--- src/rtl/vend_sequencer_if.sv ---
// Vend sequencer bus: host start/price request, money-store read/write
// channel and transaction status, grouped into one interface.
interface vend_sequencer_if;
  logic       start;
  logic [3:0] price;
  logic       rd_en;
  logic       mode;
  logic [3:0] rd_value;
  logic       wr_en;
  logic [3:0] wr_value;
  logic       busy;
  logic       dispense;
  logic       refund;
  logic [3:0] change;
  logic       done;
  logic [7:0] vend_count;

  // Environment side: host request plus money-store read data.
  modport master (
    output start, price, rd_value,
    input  rd_en, mode, wr_en, wr_value, busy, dispense, refund, change,
           done, vend_count
  );

  // Sequencer side.
  modport slave (
    input  start, price, rd_value,
    output rd_en, mode, wr_en, wr_value, busy, dispense, refund, change,
           done, vend_count
  );
endinterface

--- src/rtl/vend_sequencer.sv ---
// Vend sequencer: reads customer and machine money from the store, compares
// against the latched price, then either dispenses (writing the new machine
// money) or refunds. All outputs are registered.
// Optional build macro VEND_SAT_EN: machine money write value saturates at 15
// instead of wrapping modulo 16.
module vend_sequencer (
  input logic            clock,
  input logic            reset_n,
  vend_sequencer_if.slave bus
);

  typedef enum logic [2:0] {
    IDLE, RD_CUST, RD_MACH, CAP_MACH, EVAL, DONE
  } state_t;

  state_t     state;
  logic [3:0] price_q;
  logic [3:0] cust;
  logic [3:0] mach;

  // New machine money after a sale: wraps, or clamps at 15 in the SAT build.
  function automatic logic [3:0] add_money(input logic [3:0] a, input logic [3:0] b);
`ifdef VEND_SAT_EN
    logic [4:0] s;
    s = {1'b0, a} + {1'b0, b};
    return s[4] ? 4'hF : s[3:0];
`else
    return a + b;
`endif
  endfunction

  // Data capture: price on accept, store read data one cycle after each read.
  always_ff @(posedge clock) begin
    if (state == IDLE && bus.start) price_q <= bus.price;
    if (state == RD_MACH)           cust    <= bus.rd_value;
    if (state == CAP_MACH)          mach    <= bus.rd_value;
  end

  // Transaction FSM with registered outputs; outputs are set on entry to the
  // state in which they must be visible.
  always_ff @(posedge clock) begin
    if (!reset_n) begin
      state          <= IDLE;
      bus.rd_en      <= 1'b0;
      bus.mode       <= 1'b0;
      bus.wr_en      <= 1'b0;
      bus.wr_value   <= 4'd0;
      bus.busy       <= 1'b0;
      bus.dispense   <= 1'b0;
      bus.refund     <= 1'b0;
      bus.done       <= 1'b0;
      bus.change     <= 4'd0;
      bus.vend_count <= 8'd0;
    end else begin
      case (state)
        IDLE: begin
          if (bus.start) begin
            state      <= RD_CUST;
            bus.busy   <= 1'b1;
            bus.change <= 4'd0;
            bus.rd_en  <= 1'b1;
            bus.mode   <= 1'b1;
          end
        end
        RD_CUST: begin
          state     <= RD_MACH;
          bus.rd_en <= 1'b1;
          bus.mode  <= 1'b0;
        end
        RD_MACH: begin
          state     <= CAP_MACH;
          bus.rd_en <= 1'b0;
          bus.mode  <= 1'b0;
        end
        CAP_MACH: begin
          state <= EVAL;
        end
        EVAL: begin
          state    <= DONE;
          bus.done <= 1'b1;
          if (cust >= price_q) begin
            bus.dispense   <= 1'b1;
            bus.wr_en      <= 1'b1;
            bus.wr_value   <= add_money(mach, price_q);
            bus.change     <= cust - price_q;
            bus.vend_count <= bus.vend_count + 8'd1;
          end else begin
            bus.refund <= 1'b1;
            bus.change <= cust;
          end
        end
        DONE: begin
          state        <= IDLE;
          bus.done     <= 1'b0;
          bus.dispense <= 1'b0;
          bus.refund   <= 1'b0;
          bus.wr_en    <= 1'b0;
          bus.wr_value <= 4'd0;
          bus.busy     <= 1'b0;
        end
        default: begin
          state <= IDLE;
        end
      endcase
    end
  end

endmodule
--- src/flat_wrapper.sv ---
// flat-port wrapper written by rule: the top's interface ports become plain ports
module vend_sequencer_flat 
  (clock, reset_n, bus_start, bus_price, bus_rd_value, bus_rd_en, bus_mode, bus_wr_en, bus_wr_value, bus_busy, bus_dispense, bus_refund, bus_change, bus_done, bus_vend_count);
  vend_sequencer_if bus_i ();
  input logic clock;
  input logic reset_n;
  input wire logic [$bits(bus_i.start)-1:0] bus_start;
  input wire logic [$bits(bus_i.price)-1:0] bus_price;
  input wire logic [$bits(bus_i.rd_value)-1:0] bus_rd_value;
  output wire logic [$bits(bus_i.rd_en)-1:0] bus_rd_en;
  output wire logic [$bits(bus_i.mode)-1:0] bus_mode;
  output wire logic [$bits(bus_i.wr_en)-1:0] bus_wr_en;
  output wire logic [$bits(bus_i.wr_value)-1:0] bus_wr_value;
  output wire logic [$bits(bus_i.busy)-1:0] bus_busy;
  output wire logic [$bits(bus_i.dispense)-1:0] bus_dispense;
  output wire logic [$bits(bus_i.refund)-1:0] bus_refund;
  output wire logic [$bits(bus_i.change)-1:0] bus_change;
  output wire logic [$bits(bus_i.done)-1:0] bus_done;
  output wire logic [$bits(bus_i.vend_count)-1:0] bus_vend_count;
  assign bus_i.start = bus_start;
  assign bus_i.price = bus_price;
  assign bus_i.rd_value = bus_rd_value;
  assign bus_rd_en = bus_i.rd_en;
  assign bus_mode = bus_i.mode;
  assign bus_wr_en = bus_i.wr_en;
  assign bus_wr_value = bus_i.wr_value;
  assign bus_busy = bus_i.busy;
  assign bus_dispense = bus_i.dispense;
  assign bus_refund = bus_i.refund;
  assign bus_change = bus_i.change;
  assign bus_done = bus_i.done;
  assign bus_vend_count = bus_i.vend_count;
  vend_sequencer u_core (.clock(clock), .reset_n(reset_n), .bus(bus_i));
endmodule
--- config.mk ---
export PLATFORM = sky130hd
export DESIGN_NAME = vend_sequencer_flat
export DESIGN_NICKNAME = d
export VERILOG_FILES = /design/src/rtl/vend_sequencer_if.sv /design/src/rtl/vend_sequencer.sv /design/src/flat_wrapper.sv
export SDC_FILE = /design/constraint.sdc
export NUM_CORES = 1
export LEC_CHECK = 0
export BUFFER_PORTS_ARGS = -buffer_cell sky130_fd_sc_hd__buf_2
export CORE_AREA = 2 2 60 62
export DETAILED_ROUTE_END_ITERATION = 7
export DIE_AREA = 0 0 62 64
export GPL_TIMING_DRIVEN = 0
export HOLD_SLACK_MARGIN = 0.12
export PLACE_DENSITY = 0.76
export SYNTH_ARGS = -nofsm -noshare
export SYNTH_HDL_FRONTEND = slang
export SYNTH_SLANG_ARGS = --single-unit
--- constraint.sdc ---
create_clock -name clock -period 2.65 [get_ports clock]
set_clock_uncertainty 0.15 [all_clocks]
set_input_delay 0.53 -clock clock [delete_from_list [all_inputs] [get_ports clock]]
set_output_delay 0.53 -clock clock [all_outputs]
set_load 0.03 [all_outputs]
==> out/qor.csv <==
metric,value,unit
arrival time of the worst setup path,2590,ps
num rows,21,
Setup TNS,0,ps
critical path class,flip-flop to flip-flop,
Syn Inst Count,168,
layout cells sized above 1,24.40,%
clock buffer depth,2,
crit path to,u_core.bus.vend_count[5]$_SDFFE_PN0P_,
Setup crit start kind,flip-flop,
Setup WS post-layout,188.0,ps
Fin. Hold Viols,0,
Pins Over Slew Limit,0,
Tcrit/Tclk final,92.90,%
dpl hpwl,2.724,mm
status,finished clean,
sequential fraction of the synthesis area,50.15,%
post-CTS sizing,0,
"Setup Fix Bufs, Post-CTS",0,
GRT Total Usage,19.64,%
ant diodes,0,
H-tree depth,2,
Die Height,64,um
Multi-input gate area,757.0,um2
Setup Viol. Count Final,0,
routed vias/inst,5.431,
wire per inst,13.93,um
Filler cells,279,
clk root buf,clkbuf_4,
number of global-route vias before repair,1270,
Critical Path Sink Type,flip-flop,
DRT Pass-1 Iters,4,
Vias,1385,
library cells used by synthesis,45,
R2R setup slack,190,ps
crit path from,u_core.price_q[0]$_DFFE_PP_,
Fmax,406.2,MHz
total wire length,3.552,mm
CTS Sinks,37,
"Core Util, Final",62.17,%
RSZ-0062 raised after global routing,false,
GPL Wtd Cong,0.7720,
clock slew at the register clock pins of the worst setup and hold paths,120,ps
IO Pins,34,
Worst R2R Start,u_core.price_q[0]$_DFFE_PP_,
pwr/cell area,644.9,nW/um2
I/O Buffers,33,
hold_buf cts,0,
syn_nets,189,
most frequent cells in the layout,"buf_2, dfxtp_1, nand2_1, a21oi_1, edfxtp_1",
synth warn,0,
first-pass GRT wire length,5.692,mm
pre-CTS WS,220.4,ps
Final ANT Viol Nets,0,
Seq cells post-synth,37,
CTS tree,yes,
Leakage,0.8577,nW
"commonest non-fill, non-tap cell in the layout",buf_2,
initial antenna violation count,0,
Post-synth top flop,dfxtp_1,
total congestion overflow,0,
nets,229,
synthesized area per cell,10.22,um2
ys async rst share,0,%
die area,3968,um2
Layout area overhead,18.95,%
Seq. cell area,860.8,um2
area of the mapped netlist,1717,um2
FF-to-FF path depth,6,
slew margin rel.,60.86,%
largest net degree at the start of global routing,13,
Hold Crit Class,primary input to flip-flop,
"EDFF count, synth",12,
worst skew pair latency,340,ps
Reg-to-Reg End,u_core.bus.vend_count[5]$_SDFFE_PN0P_,
Num CTS Buffers,5,
Peak VDD IR,0.0004071,V
CP Max Fanout,9,
max-capacitance violation count,0,
CP Data Required Time,2780,ps
worst slew pin tran,582.6,ps
number of remaining DRC errors,0,
initial cell density of the core,52.27,%
Die Span X,62,um
post-layout minimum cycle time,2462,ps
DRT iter0 DRCs,94,
core area,3284,um2
-- per-stage QoR --
stage	instance area [um2]	hold slack (ps)	cells	power, W
after floorplan	1717	339.6	168	0.0007900
after global placement	1939	285.7	247	0.0008334
after detailed placement	1939	291.1	247	0.0008475
after CTS	2042	188.5	255	0.001327
after global routing	2042	181.3	255	0.001380
final	2042	204.5	255	0.001317
-- state kept, by name (all words and copies together) (netlist names) --
| signal | flops |
|---|---|
| u_core.state | 3 |
| u_core.bus.mode | 1 |
| u_core.bus.busy | 1 |
| u_core.bus.refund | 1 |
| u_core.bus.done | 1 |
| u_core.bus.wr_value | 4 |
| u_core.bus.wr_en | 1 |
| u_core.mach | 4 |
| u_core.bus.rd_en | 1 |
| u_core.cust | 4 |
| u_core.bus.vend_count | 8 |
| u_core.price_q | 4 |
| u_core.bus.change | 4 |
-- where the power goes --
part	switching, W	total, W	internal, W
Combinational	0.000128	0.000205	0.0000770
Sequential	0.0000170	0.000632	0.000615
Clock	0.000189	0.000481	0.000292
Total	0.000333	0.00132	0.000984
-- layer usage --
layer / part of all wire, % / routed length (um) / vias to the layer above / global-route usage (%)
li1: - / - / 678 / -
met5: 0 / 0 / - / 0
met3: 6.1 / 215 / 4 / 6.073
met2: 52 / 1842 / 43 / 31.77
met4: 0.84 / 30 / 0 / 6.915
met1: 41 / 1463 / 660 / 24.06
-- Yosys cell counts (all sizes together), types with 2 or more instances --
cell type,instances,area [um2]
a21o,2,15.01
a21oi,13,65.06
and2,3,21.27
buf,4,38.78
clkbuf,4,15.01
dfxtp,25,500.5
edfxtp,12,360.4
fa,2,40.04
ha,8,100.1
inv,11,41.29
nand2,13,48.80
nand3,5,25.02
nand4,6,37.54
nor2,12,52.55
nor3,3,15.01
o21ai,11,66.31
o311ai,2,17.52
o31ai,3,22.52
or3,3,18.77
xnor2,3,26.28
xor2,6,52.55
-- worst max-delay path: stages, from the launching register on --
cell and delay [ps]:
edfxtp_1 430, ha_1 240, fa_1 450, a31oi_2 340, o21ai_4 140, or4_1 510, a21oi_1 140
-- worst min path at each step --
stage | from | to | slack, ps | cells past startpoint
5_1_grt | bus_price[3] | u_core.price_q[3]$_DFFE_PP_ | 180 | 1
6_report | bus_price[1] | u_core.price_q[1]$_DFFE_PP_ | 200 | 1
3_5_place_dp | u_core.bus.change[3]$_SDFFE_PN0P_ | u_core.bus.change[3]$_SDFFE_PN0P_ | 290 | 2
4_1_cts | bus_price[1] | u_core.price_q[1]$_DFFE_PP_ | 190 | 1
3_3_place_gp | u_core.bus.change[2]$_SDFFE_PN0P_ | u_core.bus.change[2]$_SDFFE_PN0P_ | 290 | 2
2_1_floorplan | u_core.cust[0]$_DFFE_PP_ | u_core.bus.change[0]$_SDFFE_PN0P_ | 340 | 2
-- kinds of logic after synthesis --
kind of cell,share of synthesized area [%]
adders and majority gates,8.164
buffers and inverters,5.757
AOI/OAI and AO/OA,15.53
and+or+nand+nor,15.23
muxes,0.5831
DFF,50.15
xor gates and xnor gates,4.592
-- layout make-up --
class	count	share of cell area, %
clock buffers	5	1.838
flip-flops and latches	37	42.16
clock inverters	3	3.186
plain buffers	8	2.635
well taps	46	2.819
multi-input cells	111	37.07
repair buffers	33	8.088
inverters	12	2.206
Power figures use the tool's default switching activity.
